==> config.mk <==
export PLATFORM = sky130hd
export DESIGN_NAME = mux_nx1_rr
export DESIGN_NICKNAME = d
export VERILOG_FILES = /design/src/rtl/mux_nx1_rr.sv
export SDC_FILE = /design/constraint.sdc
export NUM_CORES = 1
export LEC_CHECK = 0
export BUFFER_PORTS_ARGS = -buffer_cell sky130_fd_sc_hd__clkbuf_2
export CAP_MARGIN = 5
export CELL_PAD_IN_SITES_DETAIL_PLACEMENT = 0
export CELL_PAD_IN_SITES_GLOBAL_PLACEMENT = 1
export CORE_ASPECT_RATIO = 1.2
export CORE_UTILIZATION = 34
export CTS_CLUSTER_SIZE = 25
export DETAILED_ROUTE_END_ITERATION = 16
export GPL_TIMING_DRIVEN = 0
export PLACE_DENSITY_LB_ADDON = 0.1
export SYNTH_ARGS = -nofsm -noshare
export SYNTH_HDL_FRONTEND = slang
export SYNTH_SLANG_ARGS = --single-unit
==> constraint.sdc <==
create_clock -name clk -period 6.1 [get_ports clk]
set_input_delay 0.305 -clock clk [delete_from_list [all_inputs] [get_ports clk]]
set_output_delay 0.305 -clock clk [all_outputs]
set_load 0.02 [all_outputs]
==> src/rtl/mux_nx1_rr.sv <==
// N-to-1 valid/ready multiplexer with a one-deep registered output stage.
// Channel choice is either an external select (mode 0) or a round-robin pointer (mode 1).
module mux_nx1_rr #(
    parameter int WIDTH = 8,
    parameter int N     = 4,
    parameter int SELW  = 2
) (
    input  logic                 clk,
    input  logic                 rst,
    input  logic [N*WIDTH-1:0]   in_data,
    input  logic [N-1:0]         in_valid,
    output logic [N-1:0]         in_ready,
    input  logic [SELW-1:0]      sel,
    input  logic                 mode,
    output logic [WIDTH-1:0]     out,
    output logic                 out_valid,
    input  logic                 out_ready,
    output logic [SELW-1:0]      out_sel
);

    logic [SELW-1:0]  ptr;
    logic             load_en;
    logic             fx_hit;
    logic             rr_hit;
    logic [SELW-1:0]  rr_idx;
    logic             hit_p0;
    logic [SELW-1:0]  grant_p0;
    logic [SELW-1:0]  ptr_nxt;
    logic [WIDTH-1:0] data_p0;

    function automatic logic [SELW-1:0] wrap_add(input logic [SELW-1:0] base, input int k);
        int s;
        s = int'(base) + k;
        if (s >= N) begin
            s = s - N;
        end
        return SELW'(s);
    endfunction

    assign load_en = !out_valid || out_ready;

    // Fixed select: an out-of-range sel never indexes in_valid, so no X can leak into a grant.
    always_comb begin
        fx_hit = 1'b0;
        if (int'(sel) < N) begin
            fx_hit = in_valid[sel];
        end
    end

    // Scan from the highest offset down so the lowest offset from ptr wins.
    always_comb begin
        rr_hit = 1'b0;
        rr_idx = '0;
        for (int k = N - 1; k >= 0; k--) begin
            if (in_valid[wrap_add(ptr, k)]) begin
                rr_hit = 1'b1;
                rr_idx = wrap_add(ptr, k);
            end
        end
    end

    assign hit_p0   = mode ? rr_hit : fx_hit;
    assign grant_p0 = mode ? rr_idx : sel;
    assign ptr_nxt  = wrap_add(grant_p0, 1);

    always_comb begin
        data_p0 = '0;
        for (int i = 0; i < N; i++) begin
            if (int'(grant_p0) == i) begin
                data_p0 = in_data[i*WIDTH +: WIDTH];
            end
        end
    end

    always_comb begin
        in_ready = '0;
        if (!rst && load_en && hit_p0) begin
            in_ready[grant_p0] = 1'b1;
        end
    end

    // ---- output register stage ----
    always_ff @(posedge clk or posedge rst) begin
        if (rst) begin
            out       <= '0;
            out_valid <= 1'b0;
            out_sel   <= '0;
            ptr       <= '0;
        end else if (load_en) begin
            if (hit_p0) begin
                out       <= data_p0;
                out_sel   <= grant_p0;
                out_valid <= 1'b1;
                if (mode) begin
                    ptr <= ptr_nxt;
                end
            end else begin
                out_valid <= 1'b0;
            end
        end
    end

endmodule
Word level (Yosys, flattened, before mapping)
Cells that the tools add are included.
- flip-flop bits (word level): 13
- latch bits: 0
- memory bits (writable): 0
- ROM bits: 0
- input port bits: 42
- output and inout port bits: 15
- memories kept: 0
- add/subtract/negate cells: 9
- multipliers: 0
- div/mod/pow operators: 0
- order comparisons: 12
- equality and inequality tests: 3
- shift operators: 0
- muxes and demuxes: 33
- bitwise logic cells: 0
- reduce and logical (&&, ||, !) cells: 9
- operator list (operator ; number):
    8-bit two-way mux ; 4
    2-bit two-way mux ; 10
    2-bit by 3-bit less-than comparator with 1-bit output (second input constant) ; 6
    3-bit greater-or-equal comparator (second input constant) ; 4
    1-bit two-way mux ; 12
    1-bit binary-select mux with 2-bit select ; 5
    2-bit by 1-bit subtractor with 2-bit output (second input constant) ; 5
    2-bit by 1-bit adder with 3-bit output (second input constant) ; 2
    2-bit by 2-bit adder with 3-bit output (second input constant) ; 2
    2-bit equality test (second input constant) ; 2
    4-bit two-way mux ; 1
    2-bit by 3-bit greater-or-equal comparator with 1-bit output (second input constant) ; 1
    1-bit logical AND ; 3
    3-bit AND reduction ; 1
    1-bit demux with 2-bit select ; 1
    2-bit by 1-bit equality test with 1-bit output (second input constant) ; 1
    2-bit by 1-bit greater-or-equal comparator with 1-bit output (second input constant) ; 1
    1-bit logical NOT ; 2
    2-bit logical NOT ; 1
    2-bit AND reduction ; 1
    1-bit logical OR ; 1

Depth between registers and ports, before layout
- word-level depth: 15
- mapped depth: 10

Worst setup path before layout
OpenSTA, ideal clock, no wires.
- path kind: reg-to-reg
- start point: register ptr[1]
- end point: register out[1]
- library setup time: 125 ps
- data arrival time: 2333 ps
- slack: 3641 ps
- stages on the path, launching flop included: 10
- buffers on the path: 1
- clock period less this slack: 2459 ps
- cell sequence: dfrtp_1 -> a21boi_0 -> o21bai_1 -> a2111oi_0 -> or2_2 -> ha_1 -> clkbuf_1 -> o21ai_0 -> a22o_1 -> mux2_4
- longest elaborated chain between the ends: 15
- RTL lines (item ; RTL line ; source):
    from (decl) ; 21 ; logic [SELW-1:0] ptr;
    from (signal assigned) ; 95 ; ptr <= ptr_nxt;
    2-bit by 2-bit adder with 3-bit output ; 33 ; s = int'(base) + k;
    3-bit greater-or-equal comparator or 2-bit by 1-bit subtractor with 2-bit output (tied branches) ; 34, 35 ;
    2-bit two-way mux ; 34 ; if (s >= N) begin
    1-bit binary-select mux with 2-bit select ; 55 ; if (in_valid[wrap_add(ptr, k)]) begin
    1-bit two-way mux (not written as such) ; 55 ;
    2-bit two-way mux (3 in a row) ; 55 ;
    2-bit two-way mux (*) ; 55 ;
    2-bit two-way mux (*) ; 63 ; assign grant_p0 = mode ? rr_idx : sel;
    net grant_p0[0] ; 27 ; logic [SELW-1:0] grant_p0;
    2-bit logical NOT ; 69 ; if (int'(grant_p0) == i) begin
    8-bit two-way mux (3 in a row) ; 69 ;
    8-bit two-way mux (*) ; 69 ;
    to (signal assigned) ; 91 ; out <= data_p0;
    to (decl) ; 15 ; output logic [WIDTH-1:0] out,
The timed path passes the listed nets; every way through them passes the cells marked *. The select of a mux whose other input is x is not followed.
A chain may end at the register's enable or synchronous reset.

Worst setup path after layout
- start point: register ptr[1]
- end point: output in_ready[1]
- longest elaborated chain between the ends: 15
- RTL lines (item ; RTL line ; source):
    2-bit by 2-bit adder with 3-bit output ; 33 ;
    3-bit greater-or-equal comparator or 2-bit by 1-bit subtractor with 2-bit output (tied branches) ; 34, 35 ;
    2-bit two-way mux ; 34 ;
    1-bit binary-select mux with 2-bit select ; 55 ;
    1-bit two-way mux (not written as such) ; 55 ;
    2-bit two-way mux (3 in a row) ; 55 ;
    2-bit two-way mux (*) ; 55 ;
    2-bit two-way mux (*) ; 63 ;
    net grant_p0[0] ; 27 ;
    2-bit by 3-bit less-than comparator with 1-bit output (not written as such) or 2-bit by 1-bit greater-or-equal comparator with 1-bit output (tied branches) ; 78 ; in_ready[grant_p0] = 1'b1;
    1-bit logical AND (not written as such) ; 78 ;
    1-bit two-way mux (not written as such) ; 78 ;
    1-bit demux with 2-bit select (*) ; 78 ;
    4-bit two-way mux (*) ; 77 ; if (!rst && load_en && hit_p0) begin
    to (decl) ; 12 ; output logic [N-1:0] in_ready,
Marks and branches as above.

==> impl_metrics.py <==
metrics = {
    "global_route": {
        "antenna_found_initial": 0,
        "grt_max_degree": 18,
        "grt_pass1_vias": 1077,
        "grt_pass1_wl_mm": 4.74,
        "grt_overflow": 0,
        "grt_use_total_pct": 19.1,
    },
    "worst_setup_path": {
        "cp_max_fo": 10,
        "endpoint": "in_ready[1]",
        "r2r_setup_slack_ps": 2940,
        "r2r-end": "out[4]",
        "r2r_start": "ptr[1]",
        "required_ps": 5790,
        "start_kind": "flop",
        "worstPathArrival_ps": 3070,
        "rr_worst_depth": 9,
        "endpoint_kind": "primary output",
        "cp-startpoint": "ptr[1]",
        "path_class": "reg -> out",
    },
    "floorplan": {
        "coreArea_um2": 2860,
        "initial_core_util_pct": 37.0,
        "die-area_um2": 3340,
        "rows": 21,
        "die_h_um": 63.1,
        "die_x_um": 52.9,
        "io_pins": 57,
    },
    "route": {
        "vias": 1067,
        "wl_per_cell_um": 13.8,
        "ant_nets": 0,
        "wl_met1_mm": 1.15,
        "detail_route.wirelength_mm": 2.80,
        "drt_pass1_iterations": 4,
        "post_drt_via_cell_ratio": 5.26,
        "drc": 0,
        "route.met3.wl_um": 213,
        "drt-initial-drc-count": 16,
        "wl_met2_mm": 1.41,
        "topRoutingLayerUsed": "met4",
    },
    "clock_tree": {
        "cts_buffers": 3,
        "hold_buffers": 0,
        "clock-sinks": 13,
        "clk_path_buf_depth": 2,
        "clk_pin_slew_ps": 80,
        "cts_tree": "built",
        "clk_latency_ps": 270,
        "htreeDepth": 1,
        "cts-resized-gates": 0,
        "cts_root_buf": "clkbuf_4",
        "postCtsSetupRepairBufs": 0,
    },
    "yosys": {
        "netlist_top_cells_count": "dfrtp_1 (13), nand2_1 (12), nor2b_1 (10)",
        "async_reset_ff_share_pct": 100,
        "yosysWarnings": 0,
        "yosysTopAreaCell": "dfrtp_1",
        "ys_seq_elements": 13,
        "synth-seq-area-share_pct": 30.7,
        "synth_area_per_cell_um2": 9.71,
        "synth_area_leaders": "dfrtp_1 (31%), nor2b_1 (5.9%), a221oi_1 (5.8%)",
        "synth_top_area_share_pct": 30.7,
        "synthDistinctLibCells": 37,
        "synth_cells": 109,
        "synthesis.nets": 155,
        "synth_most_common_cell": "dfrtp_1",
        "ys.flop_type": "dfrtp_1",
        "synth_edf_count": 0,
        "netlist_area_um2": 1060,
    },
    "run": {
        "cap_violations": 0,
    },
    "cells_and_area": {
        "multi_input_area_um2": 689,
        "layout.nets": 216,
        "nFillCells": 305,
        "seq_area_um2": 325,
        "layout-drive-gt1-share_pct": 48.5,
        "diodes": 0,
        "syn2layout_area_growth_pct": 33.0,
    },
    "pwr": {
        "p_clk_share_pct": 12.0,
        "p_switching_mw": 0.186,
        "p_sw_share_pct": 41.4,
        "p_seq_share_pct": 33.0,
        "powerDensity_nw_per_um2": 319,
        "p_leak_nw": 0.712,
        "peakVddDrop_mv": 0.133,
        "comb_power_share_pct": 55.0,
        "intPower_mw": 0.263,
    },
    "timing": {
        "tns_ps": 0,
        "slew_headroom_pct": 34.6,
        "finalHoldViolations": 0,
        "period_needed_ps": 3370,
        "report.final.slew_viol_count": 0,
        "clock_skew_ps": 3.90,
        "finalSetupViolCount": 0,
        "tightest_slew_ps": 956,
        "fmax_mhz": 296,
        "rsz0062_at_grt": "false",
        "fin_crit_sh_pct": 55.3,
        "fin_hold_ws_ps": 66.6,
    },
    "hold_path": {
        "holdCritPathClass": "in -> async",
    },
    "placement": {
        "port_buffers": 56,
        "gp_congestion": 0.694,
        "hpwl_mm": 2.25,
    },
    "status": {
        "outcome": "finished, final reports clean",
    },
}
==> kinds of logic after synthesis <==
family / synth area share (%)
flops: 30.7
buf+inv: 4.14
mux: 15.6
simple gates: 22.5
fa+ha+maj: 4.73
compound gates: 22.3
==> metal layers <==
metal	GRT usage (%)	up-vias
li1	-	525
met1	21.9	486
met2	34.0	54
met3	2.66	2
met4	7.89	0
met5	0	-
==> power groups by stage <==
stage / combinational [mW] / clock, mW / sequential [mW]
global placement: 0.248 / 0 / 0.148
CTS: 0.250 / 0.0571 / 0.149
detailed placement: 0.249 / 0 / 0.150
finish: 0.247 / 0.0539 / 0.148
global route: 0.273 / 0.0606 / 0.155
floorplan: 0.139 / 0 / 0.182
==> critical path, cell delays in order, from the launching register on <==
cell and delay [ps]:
dfrtp_1 440, a21boi_0 210, o21bai_1 100, a2111oi_0 840, or2_2 260, ha_1 160
clkbuf_1 360, and3_2 270, clkbuf_2 160
==> cell type report <==
class                           count  area share, %
Inverter                            4           1.07
Tap cell                           34           3.02
Timing Repair Buffer               56           19.9
Clock buffer                        4           1.87
Multi-Input combinational cell     87           49.0
Sequential cell                    13           23.1
Buffer                              5           2.04
==> how the worst min path moves through the flow <==
stage	startpoint	endpoint	slack [ps]	cells after the start
final	rst	out[5]	70	2
after global routing	rst	out[5]	140	2
after CTS	rst	out[1]	80	2
after detailed placement	rst	out[1]	390	2
after global placement	rst	out[1]	380	2
after floorplan	rst	out[0]	200	1
==> per-stage QoR <==
step	utilization, %	instances	setup slack (ps)	area (µm²)	power (mW)
after global routing	49.1	203	2390	1410	0.489
after detailed placement	48.2	199	2890	1380	0.399
after CTS	49.1	203	2690	1410	0.456
after global placement	48.2	199	2940	1380	0.396
after floorplan	-	109	3640	1060	0.320
final	49.1	203	2730	1410	0.449
==> flip-flops by register name (all words and copies together) (netlist names) <==
register and count:
out 8, ptr 2, out_sel 2, out_valid 1
==> layout by cell type, fill, tap and decap left out, types with 2 or more instances in the layout <==
cell type and n:
clkbuf_1 3, a21boi_0 2, buf_2 2, a221oi_1 7
ha_1 4, clkbuf_4 3, and3_2 4, clkbuf_2 56
mux2_2 5, inv_1 4, mux2_4 4, o31ai_1 8
o21ai_0 2, nand2_1 12, a21oi_1 6, nand2b_1 3
nor2b_1 10, dfrtp_1 13
Note: power is estimated with default switching activity, not from simulation.
